`src/rtl/oldest_finder_pipe_pkg.sv`:
```
// Shared constants and helpers for the oldest-entry finder tree.
// Latency: n/a (package only).
// Backpressure: n/a (package only).
//
// Contents: default reservation-station sizes, the merge-node pick encoding,
// and a popcount helper that turns PIPE_MASK into the pipeline latency.
// The optional one-hot grant output is switched by OLDEST_FINDER_ONEHOT_EN.
package oldest_finder_pipe_pkg;

   localparam int DEF_ENTNUM = 8;
   localparam int DEF_VALLEN = 8;

   // Which input a merge node forwards.
   typedef enum logic [1:0] {
      PICK_NONE = 2'd0,
      PICK_A    = 2'd1,
      PICK_B    = 2'd2
   } pick_e;

   // Number of register banks implied by a pipeline mask over 'levels' tree levels.
   function automatic int mask_popcount(input int unsigned mask, input int levels);
      int cnt;
      cnt = 0;
      for (int i = 0; i < levels; i++) begin
         if (((mask >> i) & 32'd1) != 32'd0) cnt++;
      end
      return cnt;
   endfunction

endpackage

```
`src/rtl/oldest_merge2.sv`:
```
// Two-input merge node of the oldest-finder tree: forwards the requesting input with the smaller key.
// Latency: combinational.
// Backpressure: none.
//
// Ports: req_a/ent_a/val_a = lower-index input, req_b/ent_b/val_b = higher-index input,
//        req/ent/val = merged result (all zero when neither input requests).
module oldest_merge2
   import oldest_finder_pipe_pkg::*;
#(
   parameter int ENTLEN = 3,
   parameter int VALLEN = 8
) (
   input  logic              req_a,
   input  logic [ENTLEN-1:0] ent_a,
   input  logic [VALLEN-1:0] val_a,
   input  logic              req_b,
   input  logic [ENTLEN-1:0] ent_b,
   input  logic [VALLEN-1:0] val_b,
   output logic              req,
   output logic [ENTLEN-1:0] ent,
   output logic [VALLEN-1:0] val
);

   pick_e pick;

   // B wins only on a strictly smaller key, so equal keys resolve to the lower index.
   always_comb begin
      pick = PICK_NONE;
      if (req_a && req_b) begin
         pick = (val_b < val_a) ? PICK_B : PICK_A;
      end else if (req_a) begin
         pick = PICK_A;
      end else if (req_b) begin
         pick = PICK_B;
      end
   end

   always_comb begin
      req = req_a | req_b;
      ent = '0;
      val = '0;
      case (pick)
         PICK_A: begin
            ent = ent_a;
            val = val_a;
         end
         PICK_B: begin
            ent = ent_b;
            val = val_b;
         end
         default: begin
            ent = '0;
            val = '0;
         end
      endcase
   end

endmodule

```
`src/rtl/oldest_finder_pipe.sv`:
```
// Parametrised N-entry oldest-entry selector: balanced tree of merge nodes, optional register banks per level.
// Latency: popcount(PIPE_MASK) cycles from in_valid to out_valid (0 = fully combinational).
// Backpressure: stall freezes every bank (inputs offered during stall are dropped); flush kills all in-flight results.
//
// Ports: clk, reset (sync, active-high), in_valid/stall/flush controls, reqvec (per-entry request),
//        valvec (entry i key at [i*VALLEN +: VALLEN]); out_valid, found, oldent, oldval results.
// Build option: define OLDEST_FINDER_ONEHOT_EN to add oldgrant[ENTNUM-1:0], the one-hot of oldent.
// ENTLEN must equal log2(ENTNUM); ENTNUM is a power of two in 2..64.
module oldest_finder_pipe
   import oldest_finder_pipe_pkg::*;
#(
   parameter int          ENTNUM    = DEF_ENTNUM,
   parameter int          ENTLEN    = 3,
   parameter int          VALLEN    = DEF_VALLEN,
   parameter int unsigned PIPE_MASK = 0
) (
   input  logic                     clk,
   input  logic                     reset,
   input  logic                     in_valid,
   input  logic                     stall,
   input  logic                     flush,
   input  logic [ENTNUM-1:0]        reqvec,
   input  logic [ENTNUM*VALLEN-1:0] valvec,
   output logic                     out_valid,
   output logic                     found,
   output logic [ENTLEN-1:0]        oldent,
   output logic [VALLEN-1:0]        oldval
`ifdef OLDEST_FINDER_ONEHOT_EN
   ,
   output logic [ENTNUM-1:0]        oldgrant
`endif
);

   localparam int LEVELS = ENTLEN;
   localparam int LAT    = mask_popcount(PIPE_MASK, LEVELS);

   // Level k halves the candidate count; each level owns its own result arrays,
   // and level k reads level k-1's results (or the raw inputs at k = 0).
   for (genvar k = 0; k < LEVELS; k++) begin : g_lvl
      localparam int NN   = ENTNUM >> (k + 1);
      localparam bit REGD = ((PIPE_MASK >> k) & 32'd1) != 32'd0;

      logic              o_req [NN];
      logic [ENTLEN-1:0] o_ent [NN];
      logic [VALLEN-1:0] o_val [NN];
      logic              i_vld;
      logic              o_vld;

      if (k == 0) begin : g_vin_top
         assign i_vld = in_valid;
      end else begin : g_vin_prev
         assign i_vld = g_lvl[k-1].o_vld;
      end

      for (genvar j = 0; j < NN; j++) begin : g_node
         logic              a_req, b_req, m_req;
         logic [ENTLEN-1:0] a_ent, b_ent, m_ent;
         logic [VALLEN-1:0] a_val, b_val, m_val;

         if (k == 0) begin : g_leaf
            assign a_req = reqvec[2*j];
            assign a_ent = ENTLEN'(2*j);
            assign a_val = valvec[(2*j)*VALLEN +: VALLEN];
            assign b_req = reqvec[2*j+1];
            assign b_ent = ENTLEN'(2*j+1);
            assign b_val = valvec[(2*j+1)*VALLEN +: VALLEN];
         end else begin : g_inner
            assign a_req = g_lvl[k-1].o_req[2*j];
            assign a_ent = g_lvl[k-1].o_ent[2*j];
            assign a_val = g_lvl[k-1].o_val[2*j];
            assign b_req = g_lvl[k-1].o_req[2*j+1];
            assign b_ent = g_lvl[k-1].o_ent[2*j+1];
            assign b_val = g_lvl[k-1].o_val[2*j+1];
         end

         oldest_merge2 #(
            .ENTLEN (ENTLEN),
            .VALLEN (VALLEN)
         ) u_merge (
            .req_a (a_req),
            .ent_a (a_ent),
            .val_a (a_val),
            .req_b (b_req),
            .ent_b (b_ent),
            .val_b (b_val),
            .req   (m_req),
            .ent   (m_ent),
            .val   (m_val)
         );

         if (REGD) begin : g_dreg
            logic              r_req;
            logic [ENTLEN-1:0] r_ent;
            logic [VALLEN-1:0] r_val;

            // Data is don't-care once its valid bit is flushed, so only reset and stall gate it.
            always_ff @(posedge clk) begin
               if (reset) begin
                  r_req <= 1'b0;
                  r_ent <= '0;
                  r_val <= '0;
               end else if (!stall) begin
                  r_req <= m_req;
                  r_ent <= m_ent;
                  r_val <= m_val;
               end
            end

            assign o_req[j] = r_req;
            assign o_ent[j] = r_ent;
            assign o_val[j] = r_val;
         end else begin : g_dcomb
            assign o_req[j] = m_req;
            assign o_ent[j] = m_ent;
            assign o_val[j] = m_val;
         end
      end

      if (REGD) begin : g_vreg
         logic r_vld;

         // Flush outranks stall so a stalled pipe can still be emptied.
         always_ff @(posedge clk) begin
            if (reset) begin
               r_vld <= 1'b0;
            end else if (flush) begin
               r_vld <= 1'b0;
            end else if (!stall) begin
               r_vld <= i_vld;
            end
         end

         assign o_vld = r_vld;
      end else begin : g_vcomb
         assign o_vld = i_vld;
      end
   end

   logic              root_vld;
   logic              root_req;
   logic [ENTLEN-1:0] root_ent;
   logic [VALLEN-1:0] root_val;

   assign root_req = g_lvl[LEVELS-1].o_req[0];
   assign root_ent = g_lvl[LEVELS-1].o_ent[0];
   assign root_val = g_lvl[LEVELS-1].o_val[0];

   if (LAT == 0) begin : g_nolat
      // Purely combinational build: flush masks the result in the same cycle;
      // the clock, reset and stall have nothing to act on.
      logic unused_ctl;
      assign unused_ctl = &{1'b0, clk, reset, stall};
      assign root_vld   = g_lvl[LEVELS-1].o_vld & ~flush;
   end else begin : g_lat
      assign root_vld = g_lvl[LEVELS-1].o_vld;
   end

   assign out_valid = root_vld;
   assign found     = root_vld & root_req;
   assign oldent    = found ? root_ent : '0;
   assign oldval    = found ? root_val : '0;

`ifdef OLDEST_FINDER_ONEHOT_EN
   always_comb begin
      oldgrant = '0;
      if (found) oldgrant[oldent] = 1'b1;
   end
`endif

endmodule

```
`config.mk`:
```
export PLATFORM = sky130hd
export DESIGN_NAME = oldest_finder_pipe
export DESIGN_NICKNAME = d
export VERILOG_FILES = /design/src/rtl/oldest_finder_pipe_pkg.sv /design/src/rtl/oldest_merge2.sv /design/src/rtl/oldest_finder_pipe.sv
export SDC_FILE = /design/constraint.sdc
export NUM_CORES = 1
export LEC_CHECK = 0
export CAP_MARGIN = 20
export CORE_MARGIN = 3
export CORE_UTILIZATION = 39
export DETAILED_ROUTE_END_ITERATION = 7
export PLACE_DENSITY = 0.72
export SLEW_MARGIN = 15
export SYNTH_ARGS = -nofsm -noshare
export SYNTH_HDL_FRONTEND = slang
export SYNTH_HIERARCHICAL = 1
export SYNTH_SLANG_ARGS = --single-unit
```
`constraint.sdc`:
```
create_clock -name vclk -period 5.1
set_input_delay 0.51 -clock vclk [all_inputs]
set_output_delay 0.51 -clock vclk [all_outputs]
set_load 0.005 [all_outputs]
```
==> reports/qor.yml, run 1 <==
floorplanning:
  die_area_sq_mm: 0.00833
  die_w_microns: 91.3
  fp-row-count: 30
  die_height_microns: 91.3
  start_util_pct: 41.1
  floorplan.io_pins: 90
  design.core.area_sq_mm: 0.00691
grt:
  initial_antenna_violation_count: 0
  grtUsageTotal_pct: 26.4
  wire_length_of_the_first_global_routing_pass_mm: 18.5
  grt_start_max_net_pins: 14
  globalRouteOverflowTotal: 0
  first_global_vias: 4045
timing:
  final_period_minus_worst_setup_slack_ps: 5420
  finalSetupTns_ps: -3110
  peak_clock_frequency_supported_by_timing_mhz: 185
  final_hold_violating_endpoints: 0
  layout_worst_path_cycle_share_pct: 106
  setup-violations-final: 11
  worst_slack_ps: -319
  total_count_of_max_transition_violations_in_the_final_report: 0
  rsz0062_at_grt: "true"
critical_path:
  timing.critical_path.slowest_cell_delay_ps: 330
  setup.worst_path.class: "input pin to output pin"
  worstPathCellList: "buf_6 -> ha_4 -> and4_4 -> a211oi_4 -> o221a_4 -> a22o_1 -> inv_1 -> ha_4 -> and4_4 -> a211oi_4 -> o221a_4 -> a22o_1 -> inv_2 -> ha_4 -> and4_4 -> a211oi_4 -> buf_4 -> o221a_4 -> buf_6 -> a22o_4 -> and4b_1 -> buf_2"
  cp.required_ps: 4590
  cpMaxStageDelayCell: "a211oi_4"
  critical_path.startpoint_type: "input pin"
  timing.critical_path.fanout_max: 7
  cp_data_arrival_time_ps: 4910
  critical_path.endpoint_type: "output pin"
finish:
  seq_cell_count: 0
  insertedDiodeCount: 0
  nets: 693
  fin_area_sq_mm: 0.00545
  register_area_sq_um: 0
  final_layout_size_suffix_gt1_share_pct: 58.9
  final_core_util_pct: 78.9
  n_clock_buffer: 0
  final_cells: 661
  area.growth.synth_to_final_pct: 92.0
routing:
  antenna_violating_nets_post_route: 0
  avgViaCountPerCell: 5.93
  detail_route.drc_violations: 0
  route.vias.total: 3917
  drtPass1Iterations: 5
  drt_iter0_markers: 197
  routed_wl_mm: 12.6
  route.detailed.wl_per_inst_microns: 19.1
run:
  cap_viol_max_count: 0
synthesis:
  synth_cells: 326
  synth_warnings: 6
  ys_types: 24
  ys_seq_area_share_pct: 0
  syn_area_sq_mm: 0.00284
  post_synth.cell_area_avg_sq_um: 8.70
status:
  outcome: "finished with violations"
  failing_checks: "negative setup slack"
place:
  port_buffer_count: 87
  place_hpwl_mm: 7.92
  globalplace.congestion: 0.906
  post_dp_cell_area_sq_mm: 0.00457
  worst_setup_slack_post_dpl_ps: -1130
  dp_cells: 626
power_and_ir_drop:
  power.leakage_nw: 2.62
  power.ir.vdd_worst_mv: 0.0867
  power_density_mw_per_mm2: 199
hold_path:
  min_path_type: "input pin to output pin"
area by class of cell:
class | instances | area [sq um]
Multi-Input combinational cell | 275 | 3240
Fill cell | 429 | 1460
Timing Repair Buffer | 234 | 1860
Inverter | 56 | 225
Tap cell | 96 | 120
path summary, 6_finish.rpt:
| check | from | to | slack [ps] | cells past startpoint |
|---|---|---|---|---|
| min | in_valid | oldval[4] | 1960 | 3 |
| max | valvec[13] | oldent[1] | -320 | 22 |
critical path, delay by kind of cell:
family	cells	cell delay, ps
fa+ha+maj	3	720
buf+inv	6	620
compound gates	9	2170
simple gates	4	860
cells in the mapped netlist, drive strengths merged, types with 8 or more instances:
library cell   n  share of area [%]
and4b         11                3.9
a22o          77                 24
buf           17                6.4
inv           56                7.4
nand3         14                2.5
nor2b          8                1.8
ha            49                 22
o2111ai       14                4.3
placed cells by master (no fill, tap or decap), types with 6 or more instances in the layout:
cell type      count
a31oi_4            7
inv_4              6
nand3_1            9
conb_1            24
a211o_1            7
buf_2             31
a22o_2             6
or2_2              7
buf_6             27
a211oi_4           7
buf_4            135
ha_1               6
o221a_4            7
o221ai_4           6
nor2b_1            8
a21o_1             7
ha_2               8
and4_4             7
or2b_1             7
inv_2             23
o2111ai_1         14
dlygate4sd2_1     30
a22o_1            66
nand2b_1           7
inv_1             27
and4b_1           11
ha_4              35
metrics by stage:
stage,hold WS [ps],total power [mW]
CTS,1960,0.966
global route,2000,1.15
global placement,2170,0.749
floorplan,1150,0.479
finish,1960,1.08
detailed placement,2190,0.776
timing repair:
action	in CTS	in global routing
hold endpoints to repair	0	0
pin swaps	112	39
gates cloned	2	0
hold buffers	0	0
setup buffers	26	9
gates resized for setup	359	28
endpoints found under the setup margin	11	11
report_power, final:
part	switching, mW	internal [mW]
logic	0.477	0.607
clock network	0	0
registers	0	0
total	0.477	0.607
cell families after synthesis:
family / count (synthesis) / synth area share [%]
compound gates: 133 / 47.2
fa+ha+maj: 49 / 21.6
simple gates: 69 / 17.1
buf+inv: 73 / 13.8
other cells: 2 / 0.265
routing by layer:
| metal | routed length [microns] | global-route usage [%] | vias to the layer above |
|---|---|---|---|
| met5 | 0 | 0 | - |
| met1 | 4930 | 30.1 | 1881 |
| met4 | 725 | 9.80 | 0 |
| met3 | 752 | 2.73 | 69 |
| met2 | 6240 | 50.0 | 218 |
| li1 | - | - | 1749 |
No activity file was read; power rests on OpenSTA's default activity.
==> run 2, diff against run 1 <==
--- a/config.mk
+++ b/config.mk
@@ -9,7 +9,8 @@
 export CORE_MARGIN = 3
 export CORE_UTILIZATION = 39
 export DETAILED_ROUTE_END_ITERATION = 7
-export PLACE_DENSITY = 0.72
+export DONT_BUFFER_PORTS = 1
+export GPL_TIMING_DRIVEN = 1
 export SLEW_MARGIN = 15
 export SYNTH_ARGS = -nofsm -noshare
 export SYNTH_HDL_FRONTEND = slang
==> reports/qor.yml, run 2 (same netlist as run 1, synthesis figures left out) <==
grt:
  initial_antenna_violation_count: 0
  first_global_vias: 2983
  grtUsageTotal_pct: 19.2
  grt_start_max_net_pins: 14
  globalRouteOverflowTotal: 0
  wire_length_of_the_first_global_routing_pass_mm: 13.7
floorplanning:
  fp-row-count: 30
  die_height_microns: 91.3
  start_util_pct: 41.1
  design.core.area_sq_mm: 0.00691
  floorplan.io_pins: 90
  die_area_sq_mm: 0.00833
  die_w_microns: 91.3
finish:
  layout.cells.most_common: "buf_4"
  insertedDiodeCount: 0
  final_cells: 511
  filler_cell_count_in_the_final_layout: 617
  multi_input_area_sq_mm: 0.00312
  nets: 543
  fin_area_sq_mm: 0.00412
  layout.cells.most_common_list: "74 x buf_4, 67 x a22o_1, 42 x inv_1"
  area.growth.synth_to_final_pct: 45.3
  register_area_sq_um: 0
  seq_cell_count: 0
  n_clock_buffer: 0
  final_layout_size_suffix_gt1_share_pct: 43.1
status:
  outcome: "complete, no violations"
timing:
  hold_slack_ps: 1050
  final_hold_violating_endpoints: 0
  peak_clock_frequency_supported_by_timing_mhz: 196
  total_count_of_max_transition_violations_in_the_final_report: 0
  setup-violations-final: 0
  final_period_minus_worst_setup_slack_ps: 5090
  rsz0062_at_grt: "true"
  worst_slack_ps: 6.77
  layout_worst_path_cycle_share_pct: 99.9
routing:
  route.detailed.wl_per_inst_microns: 16.8
  route.vias.total: 2901
  routed_wl_mm: 8.58
  avgViaCountPerCell: 5.68
  drt_iter0_markers: 85
  detail_route.drc_violations: 0
  antenna_violating_nets_post_route: 0
  drtPass1Iterations: 4
hold_path:
  min_path_type: "input pin to output pin"
critical_path:
  critical_path.endpoint_type: "output pin"
  cp_data_arrival_time_ps: 4580
  cp.required_ps: 4590
  critical_path.startpoint_type: "input pin"
  timing.critical_path.fanout_max: 6
  setup.worst_path.class: "input pin to output pin"
place:
  place_hpwl_mm: 6.69
  port_buffer_count: 0
  dp_cells: 481
  globalplace.congestion: 0.856
  post_dp_cell_area_sq_mm: 0.00326
  worst_setup_slack_post_dpl_ps: -147
power_and_ir_drop:
  power.ir.vdd_worst_mv: 0.0948
  report.power.total_mw: 0.840
  power_density_mw_per_mm2: 204
  power.leakage_nw: 1.89
run:
  cap_viol_max_count: 0
cts:
  cts_hold_buf: 0
run 2: cell type report:
class                      count  area share, %
tap                           96           2.91
multi-input combinational    277           75.7
inverter                      56           5.71
timing repair buffer          82           15.7
run 2: per-stage QoR:
stage	TNS [ps]	util, %
2_1_floorplan	0	-
3_3_place_gp	-686	47.2
3_5_place_dp	-1300	47.2
4_1_cts	0	53.1
5_1_grt	-962	59.7
6_report	0	59.7
run 2: worst max-delay path, cell delays in order:
cell and delay, ps:
inv_4 30, ha_4 180, and4_4 210, a211oi_4 330, o221a_4 290, a22o_1 190, inv_2 60, ha_4 240
and4_4 210, a211oi_4 300, o221ai_4 200, a22o_1 280, ha_1 280, and4_4 210, a211oi_4 270, buf_6 150
o221ai_4 140, a22o_2 280, and4b_1 220
run 2: where the power goes:
part           switching (mW)  internal [mW]
sequential                  0              0
combinational           0.385          0.455
clock                       0              0
total                   0.385          0.455
run 2: path summary, 6_finish.rpt:
kind                       start        end  slack (ps)  cells after the start
worst max-delay path  valvec[39]  oldent[1]           7                     19
worst min-delay path       flush  out_valid        1050                      1
run 2: routing by layer:
metal | track usage, % | wire [microns] | part of all wire (%)
met5 | 0 | 0 | 0
met4 | 0.503 | 21 | 0.24
met3 | 3.56 | 559 | 6.5
met2 | 35.9 | 4380 | 51
met1 | 23.9 | 3620 | 42
run 2: timing repair:
action                     in CTS  in global routing
cloned                          2                  0
hold endpoints to repair        0                  0
resized for setup              29                 59
setup buffers                  16                 12
pin swaps                      60                 46
setup endpoints to repair      11                 11
